==> src/rtl/bdu_accum.sv <==
// bdu_accum: squared-distance accumulator with early prune for topK.
// Optional RUNNING_MEAN_EN adds an EMA running_mean.
`ifndef DIST_WIDTH
`define DIST_WIDTH 16
`endif

package bdu_pkg;
   typedef struct packed {
      logic [`DIST_WIDTH-1:0] distance;
      logic                   valid;
   } knn_entry_t;
endpackage

module bdu_accum
   import bdu_pkg::*;
#(
   parameter int ELEM_WIDTH = 8,
   parameter int MEAN_INIT  = 50,
   parameter int MEAN_SHIFT = 2
) (
   input  logic                   clk,
   input  logic                   reset,
   input  logic                   in_valid,
   output logic                   in_ready,
   input  logic                   in_last,
   input  logic [ELEM_WIDTH-1:0]  query_elem,
   input  logic [ELEM_WIDTH-1:0]  cand_elem,
   input  logic [`DIST_WIDTH-1:0] threshold,
   output logic                   bdu_done,
   output knn_entry_t             bdu_entry,
   output logic [`DIST_WIDTH-1:0] running_mean,
   output logic                   busy
);

   localparam int DW = `DIST_WIDTH;
   localparam int SW = 2 * ELEM_WIDTH;
   localparam int XW = ((DW > SW) ? DW : SW) + 1;
   localparam logic [DW-1:0] DMAX = '1;

   typedef enum logic [1:0] {IDLE, ACCUM, SKIP, DONE} state_t;

   state_t          state_q, state_d;
   logic [DW-1:0]   acc_q, acc_d;
   logic [DW-1:0]   thr_q, thr_d;
   logic [DW-1:0]   thr_cmp, acc_sat;
   logic            pruned_q, pruned_d;
   logic            take, load_entry;
   logic [ELEM_WIDTH-1:0] diff;
   logic [SW-1:0]   sq;
   logic [XW-1:0]   sum;
   knn_entry_t      entry_q;

   assign in_ready = (state_q != DONE);
   assign busy     = (state_q != IDLE);
   assign bdu_done = (state_q == DONE);
   assign take     = in_valid && in_ready;

   assign diff = (query_elem >= cand_elem) ? query_elem - cand_elem
                                           : cand_elem - query_elem;
   assign sq   = SW'(diff) * SW'(diff);
   assign sum  = XW'(acc_q) + XW'(sq);
   assign acc_sat = (sum > XW'(DMAX)) ? DMAX : sum[DW-1:0];

   // First element compares against the live threshold, later ones the latch
   assign thr_cmp = (state_q == IDLE) ? threshold : thr_q;

   always_comb begin
      state_d  = state_q;
      acc_d    = acc_q;
      thr_d    = thr_q;
      pruned_d = pruned_q;
      unique case (state_q)
         IDLE, ACCUM: begin
            if (take) begin
               if (state_q == IDLE)
                  thr_d = threshold;
               acc_d = acc_sat;
               if (acc_sat > thr_cmp) begin
                  pruned_d = 1'b1;
                  state_d  = in_last ? DONE : SKIP;
               end else begin
                  state_d  = in_last ? DONE : ACCUM;
               end
            end
         end
         SKIP: begin
            if (take && in_last)
               state_d = DONE;
         end
         DONE: begin
            acc_d    = '0;
            pruned_d = 1'b0;
            state_d  = IDLE;
         end
      endcase
   end

   assign load_entry = (state_d == DONE) && (state_q != DONE);

   always_ff @(posedge clk) begin
      if (reset) begin
         state_q  <= IDLE;
         acc_q    <= '0;
         thr_q    <= '0;
         pruned_q <= 1'b0;
         entry_q  <= '0;
      end else begin
         state_q  <= state_d;
         acc_q    <= acc_d;
         thr_q    <= thr_d;
         pruned_q <= pruned_d;
         if (load_entry) begin
            entry_q.distance <= acc_d;
            entry_q.valid    <= !pruned_d;
         end
      end
   end

   assign bdu_entry = entry_q;

`ifdef RUNNING_MEAN_EN
   logic [DW-1:0]      mean_q;
   logic signed [DW:0] delta, step, mean_nxt;

   assign delta    = $signed({1'b0, entry_q.distance}) - $signed({1'b0, mean_q});
   assign step     = delta >>> MEAN_SHIFT;
   assign mean_nxt = $signed({1'b0, mean_q}) + step;

   always_ff @(posedge clk) begin
      if (reset)
         mean_q <= DW'(MEAN_INIT);
      else if (state_q == DONE)
         mean_q <= mean_nxt[DW-1:0];
   end

   assign running_mean = mean_q;
`else
   assign running_mean = DW'(MEAN_INIT);
`endif

endmodule

==> config.mk <==
export PLATFORM = sky130hd
export DESIGN_NAME = bdu_accum
export DESIGN_NICKNAME = d
export VERILOG_FILES = /design/src/rtl/bdu_accum.sv
export SDC_FILE = /design/constraint.sdc
export NUM_CORES = 1
export LEC_CHECK = 0
export ABC_AREA = 1
export CORE_MARGIN = 3
export CORE_UTILIZATION = 42
export DETAILED_ROUTE_END_ITERATION = 16
export GPL_TIMING_DRIVEN = 0
export PLACE_DENSITY = 0.66
export SLEW_MARGIN = 0
export SYNTH_ARGS = -nofsm -noshare
export SYNTH_HDL_FRONTEND = slang
export SYNTH_SLANG_ARGS = --single-unit
==> constraint.sdc <==
create_clock -name clk -period 22.9 [get_ports clk]
set_input_delay 6.87 -clock clk [delete_from_list [all_inputs] [get_ports clk]]
set_output_delay 6.87 -clock clk [all_outputs]
set_load 0.01 [all_outputs]
* After elaboration in Yosys (flattened, before gate mapping) *
Cells that the tools add are included.

word-level totals
  bits of input ports = 36
  output and inout port bits = 36
  register bits after elaboration = 52

operators by class
  mux-type cells = 14
  add/sub/neg operators = 3
  multipliers = 1
  eq/ne operators = 5
  magnitude comparators = 3
  reductions and logical operators = 8

operators with widths
  operator                number
  $mux W16                3
  $pmux W16 S2            1
  $add A16 B16 Y17        1
  $gt A17 B16 Y1 const B  1
  $gt A16 B16 Y1          1
  $mul A8 B8 Y16          1
  $sub A8 B8 Y8           2
  $ge A8 B8 Y1            1
  $mux W2                 4
  $mux W8                 1
  $eq A2 B2 Y1 const B    3
  $pmux W2 S3             1
  $logic_and A1 B1 Y1     3
  $mux W1                 3
  $eq A2 B1 Y1 const B    1
  $logic_not A2 Y1        1
  $ne A2 B2 Y1 const B    1
  $pmux W1 S2             1
  $reduce_and A2 Y1       1
  $reduce_bool A2 Y1      1
  $reduce_or A2 Y1        1
  $logic_not A1 Y1        1

* Logic depth before layout (Yosys ltp) *
Gate-level depths: netlist of run 1.

  depth after elaboration = 12
  depth in mapped cells = 48
  depth with buffers taken out = 46

* Worst setup path after synthesis of run 1 *
Ideal clock, no wire load.

  path kind = input to register
  from = in query_elem[0]
  to = reg state_q[0]
  buffers on the path = 2
  path slack = 9.695 ns
  arrival = 13.073 ns
  stages = 38
  cell sequence = inv_1 > ha_1 > inv_1 > fa_1 > nand3_2 > nand3_2 > nand2_1 > nand3_4 > inv_4 > nand2_1 > o21ai_4 > xor2_4 > nor2_1 > fa_1 > fa_1 > fa_1 > inv_1 > fa_1 > (+2 left out) > nand2_1 > nand2_1 > nand2_1 > nand2_1 > a21oi_1 > nand3_1 > nand2_1 > buf_4 > buf_2 > nand2_1 > ha_1 > nand2_1 > nor4_1 > nand2_1 > nand2_1 > nand3_1 > o21ai_0 > a21oi_1

between the ends
  word-level cells in the longest chain between the ends = 10

RTL lines
  element                                RTL line  RTL
  start, declared                        26        input logic [ELEM_WIDTH-1:0] query_elem,
  $sub A8 B8 Y8 (tied with other cells)  59        : cand_elem - query_elem;
  $mux W8 *                              58        assign diff = (query_elem >= cand_elem) ? query_elem - cand_elem
  $mul A8 B8 Y16 *                       60        assign sq = SW'(diff) * SW'(diff);
  $add A16 B16 Y17 *                     61        assign sum = XW'(acc_q) + XW'(sq);
  $gt A17 B16 Y1                         62        assign acc_sat = (sum > XW'(DMAX)) ? DMAX : sum[DW-1:0];
  $mux W16 *                             62
  $gt A16 B16 Y1 *                       78        if (acc_sat > thr_cmp) begin
  $mux W2 *                              78
  $mux W2 *                              74        if (take) begin
  $pmux W2 S3 *                          72        unique case (state_q)
  end signal, assigned                   108       state_q <= state_d;
  end, declared                          42        state_t state_q, state_d;

Mark *: on every way between the ends. The rest lies on a longest branch, timed or not.
A chain may end at the register's enable or synchronous reset.

* Final worst setup path of run 1 *
Same ends and word-level chain as after synthesis.

==> results of run 1 <==
-- cell families (layout without fill, tap and decap cells) --
family,Yosys count,after routing,synth area share [%]
multiplexers,15,15,2.478
flip-flops,52,52,17.18
AND/OR/NAND/NOR,347,347,24.10
other,2,16,0.1239
buffers and inverters,210,272,14.54
XOR/XNOR,21,21,3.345
AO/OA/AOI/OAI,114,114,10.57
adder cells (fa/ha/maj),110,110,27.67
-- worst max-delay path: cells and delay by family --
family	cells	cell delay, ps
compound gates	3	340
xor+xnor	1	310
fa+ha+maj	8	3380
buf+inv	8	1170
simple gates	19	2280
-- final cells by class --
cell class | instances | area, µm²
Sequential cell | 52 | 1041
Inverter | 172 | 648.1
Multi-Input combinational cell | 623 | 4190
Fill cell | 1414 | 6948
Buffer | 38 | 232.7
Clock buffer | 7 | 152.6
Timing Repair Buffer | 55 | 550.5
Tap cell | 180 | 225.2
-- layout by cell type (no fill, tap or decap), types with 2 or more instances in the layout --
master | synthesis | routed
inv_1 | 163 | 163
xor2_1 | 13 | 13
buf_4 | 20 | 20
ha_1 | 70 | 70
clkdlybuf4s50_1 | 0 | 55
o21bai_1 | 3 | 3
inv_2 | 8 | 8
nor2_1 | 71 | 71
buf_2 | 6 | 6
dfxtp_1 | 52 | 52
conb_1 | 2 | 16
clkbuf_1 | 11 | 11
a21oi_1 | 64 | 64
mux2i_1 | 15 | 15
nand4_1 | 5 | 5
xnor2_1 | 7 | 7
o21a_1 | 18 | 18
o21ai_0 | 22 | 22
nand2_2 | 6 | 6
nor2_2 | 6 | 6
nand3_1 | 53 | 53
fa_1 | 40 | 40
nand2_1 | 197 | 197
clkbuf_8 | 0 | 2
clkbuf_16 | 0 | 5
o21ai_1 | 3 | 3
nand3_2 | 3 | 3
a21boi_0 | 2 | 2
-- through the flow --
step | worst slack, ps | cells | utilization, %
finish | 8682 | 1127 | 50.33
global route | 8091 | 1127 | 50.33
CTS | 8752 | 1127 | 50.33
detailed placement | 8553 | 1120 | 49.24
global placement | 8597 | 1120 | 49.24
floorplan | 9695 | 885 | -
-- sequential cells by signal, indices dropped and copies added, names as in the netlist, named ones only --
register and count:
thr_q 16, bdu_entry 17, acc_q 16, state_q 2
-- how the worst min path moves through the flow --
stage | end | depth (start not counted)
global placement | flop | 2
finish | flop | 2
CTS | flop | 2
floorplan | flop | 2
detailed placement | flop | 2
global route | flop | 2
-- layer usage --
metal	vias up	wire [µm]
met5	-	0
met4	0	200
met3	14	790
met2	129	6099
met1	2411	6529
li1	2822	-
==> reports/metrics.csv, run 1 <==
metric;value;unit
post-CTS setup buffers;0;
die width;126.1;µm
slowest stage cell, crit path;fa_1;
grt met3 use;2.248;%
Worst-path clk slew;70;ps
Final Net Count;1093;
synth unique cells;36;
DRC Markers;0;
run status;complete, no violations;
CP Launch Type;primary input;
initial antenna violation count;0;
CP Capture Type;flop;
Cells after Synth;871;
number of synthesized register bits;52;
post-cts resize count;0;
Clock Latency Late Sink;290;ps
initial core utilization;43.32;%
FF-to-FF path depth;27;
CTS tree;yes;
dominant synthesized flop cell;dfxtp_1;
clk buf depth;2;
worst setup path end;state_q[0];
Setup Skew;4.290;ps
share of layout cells above drive strength 1;6.653;%
# port buffers;55;
DRT antenna net count;0;
final slew viol count;0;
row cnt;43;
Cell Area, Placed;6888;µm²
Final Hold Fails;0;
Area contributors post-synth;dfxtp_1 17%, ha_1 14%, fa_1 13%;
diode count;0;
vias after detailed routing;5376;
DRT Pass-1 Iters;5;
HPWL after DPL;11450;µm
Mapped Avg Cell Area;6.957;µm²
r2r startpoint;acc_q[7];
hold-fix buffers at CTS;0;
first-pass GRT wire length;23140;µm
Tcrit/Tclk final;62.09;%
Synth top area share;17.18;%
drt total wl;13620;µm
GRT Util Overall;17.39;%
H-Tree Level Count;2;
Layout area overhead;16.19;%
Worst Path Arrival;14370;ps
count of clock tree sinks;52;
critical path class;primary input to flop;
setup TNS;0;ps
Hold WS;473.5;ps
RePlAce Congestion;0.8255;
crit-path max FO;10;
Yosys Warn Count;0;
Die ar.;15910;µm²
min cycle time layout;14220;ps
Worst R2R End;state_q[0];
maxcap violations;0;
initial drt markers;292;
most frequent cells after synthesis;197 x nand2_1, 163 x inv_1, 71 x nor2_1, 70 x ha_1, 64 x a21oi_1;
area leader, netlist;dfxtp_1;
WL/cell;12.08;µm
worst-margin pin slew;641.8;ps
most common cell in the netlist;nand2_1;
Reg2Reg Setup Slack;17260;ps
M2 GR Usage;28.67;%
slowest stage delay, CP;540;ps
RSZ-0062 raised after global routing;no;
Setup crit start;query_elem[0];
Worst EP required;23050;ps
pin count of the biggest net entering global routing;15;
Num CTS Buffers;5;
endpoints failing setup;0;
Post-synth EDFFs;0;
Ports;72;
GR Overflow Total;0;
vias per cell;4.770;
fin area;7041;µm²
Syn Std Cell Area;6060;µm²
chip height;126.1;µm
crit-path most repeated cell;nand2_1;
Max Freq;70.34;MHz
GRT met1 Usage;24.68;%
Core Box Area;13990;µm²
worst min-delay path class;flop to flop;
sequential area share after synthesis;17.18;%
vias in the first global route;5075;
layer with the highest usage;met2;
clock root buffer;clkbuf_16;
Slew HR;57.06;%
Async S/R FF share, synth;0;%
Power of run 1 is left out: the tool's default activity adds up to more than one toggle a clock period on the data nets, which glitch-free logic cannot reach.
==> run 2: changes to the inputs <==
--- a/config.mk
+++ b/config.mk
@@ -10,7 +10,7 @@
 export CORE_UTILIZATION = 42
 export DETAILED_ROUTE_END_ITERATION = 16
 export GPL_TIMING_DRIVEN = 0
-export PLACE_DENSITY = 0.66
+export PLACE_DENSITY = 0.68
 export SLEW_MARGIN = 0
 export SYNTH_ARGS = -nofsm -noshare
 export SYNTH_HDL_FRONTEND = slang
==> constraint.sdc (replaced) <==
create_clock -name clk -period 12.3 [get_ports clk]
set_input_delay 3.69 -clock clk [delete_from_list [all_inputs] [get_ports clk]]
set_output_delay 3.69 -clock clk [all_outputs]
set_load 0.01 [all_outputs]
==> run 2 against run 1 <==
  * Final cell count stayed put
  * Largest cell class unchanged
  * Die area stayed put
  * Worst setup slack worse by 7200 ps
  * Count of clock-buffer cells in the layout is 2 lower
  * Flip-flop and latch count stayed put
  * Core utilization is 0.11 points lower
==> reports/metrics.csv, run 2 (synthesized netlist as in run 1, its figures left out) <==
metric;value;unit;change
CP Launch Type;primary input;;
Ports;72;;unchanged
Setup Skew;3.912;ps;-0.3776 ps
most frequent cells in the layout;197 x nand2_1, 163 x inv_1, 71 x nor2_1;;
WL/cell;11.98;µm;-0.85%
Hold WS;484.3;ps;+10.74 ps
Num CTS Buffers;5;;unchanged
H-Tree Level Count;2;;unchanged
pin count of the biggest net entering global routing;16;;+1
chip height;126.1;µm;unchanged
row cnt;43;;unchanged
critical path class;primary input to flop;;
Max Freq;92.67;MHz;
vias in the first global route;5114;;+0.77%
CP Capture Type;flop;;
GR Overflow Total;0;;unchanged
hold-fix buffers at CTS;0;;unchanged
DRC Markers;0;;unchanged
HPWL after DPL;11590;µm;+1.2%
count of clock tree sinks;52;;unchanged
routed length on met3;641;µm;-19%
diode count;0;;unchanged
worst min-delay path class;flop to flop;;
Layout area overhead;15.94;%;
M1 wire length;6359;µm;-2.6%
Detail Route met2 WL;6339;µm;+3.9%
Worst EP required;12460;ps;-10,590 ps
fillers;1405;;-0.64%
first-pass GRT wire length;23480;µm;+1.5%
CTS tree;yes;;
RePlAce Congestion;0.8464;;+2.5%
drt total wl;13500;µm;-0.85%
Slew HR;60.84;%;+3.8 points
vias per cell;4.744;;-0.54%
share of layout cells above drive strength 1;6.653;%;unchanged
Final Net Count;1093;;unchanged
run status;complete, no violations;;
worst-margin pin slew;585.3;ps;-56.53 ps
slowest stage cell, crit path;fa_1;;
die width;126.1;µm;unchanged
setup TNS;0;ps;unchanged
endpoints failing setup;0;;unchanged
Final Hold Fails;0;;unchanged
Worst Path Arrival;10950;ps;-3420 ps
clk buf depth;2;;unchanged
Clock Latency Late Sink;290;ps;about the same
crit-path max FO;10;;unchanged
RSZ-0062 raised after global routing;no;;
Tcrit/Tclk final;87.73;%;
Die ar.;15910;µm²;unchanged
most common cell after layout, fill and taps aside;nand2_1;;
fin util;50.22;%;-0.11 points
post-cts resize count;0;;unchanged
final slew viol count;0;;unchanged
# port buffers;55;;unchanged
vias after detailed routing;5347;;-0.54%
Core Box Area;13990;µm²;unchanged
GRT Util Overall;17.62;%;+0.23 points
crit-path most repeated cell;nand2_1;;
Worst-path clk slew;70;ps;about the same
min cycle time layout;10790;ps;
post-CTS setup buffers;0;;unchanged
clock root buffer;clkbuf_16;;
DRT antenna net count;0;;unchanged
DR top layer;met4;;
initial core utilization;43.32;%;unchanged
initial drt markers;284;;-2.7%
max reg flops;17;;unchanged
maxcap violations;0;;unchanged
DRT Pass-1 Iters;5;;unchanged
initial antenna violation count;0;;unchanged
slowest stage delay, CP;540;ps;about the same
run 2: area by class of cell:
class,count,area [µm²],share of cell area (%)
multi-input combinational,623,4190,59.64
timing repair buffer,55,550.5,7.836
inverter,172,648.1,9.225
clock inverter,2,12.51,0.1781
tap,180,225.2,3.206
clock buffer,5,125.1,1.781
buffer,38,232.7,3.313
sequential,52,1041,14.82
run 2: critical path, delay by kind of cell:
family | cells | cell delay (ps)
AND/OR/NAND/NOR | 18 | 1870
AO/OA/AOI/OAI | 4 | 500
buffers and inverters | 8 | 1190
adder cells (fa/ha/maj) | 8 | 3370
XOR/XNOR | 1 | 300
run 2: final timing paths:
check / startpoint / endpoint / slack [ps] / depth (start not counted)
min reg2reg: bdu_entry[0] / bdu_entry[0] / 480 / 2
min: bdu_entry[0] / bdu_entry[0] / 480 / 2
max: query_elem[0] / state_q[0] / 1510 / 39
max reg2reg: acc_q[7] / state_q[0] / 6900 / 27
run 2: per-layer routing:
metal  GRT usage (%)  up-vias
li1                -     2826
met5               0        -
met2           30.17       98
met1           23.89     2412
met3           2.460       11
met4           3.470        0
run 2: metrics by stage:
step | setup slack, ps | std cells | instance area (µm²)
final | 1509 | 1127 | 7025
after global routing | 747.9 | 1127 | 7025
after CTS | 1469 | 1127 | 7025
after detailed placement | 1166 | 1120 | 6888
after global placement | 1202 | 1120 | 6888
after floorplan | 2275 | 885 | 6112
Power of run 2 is left out for the same reason.
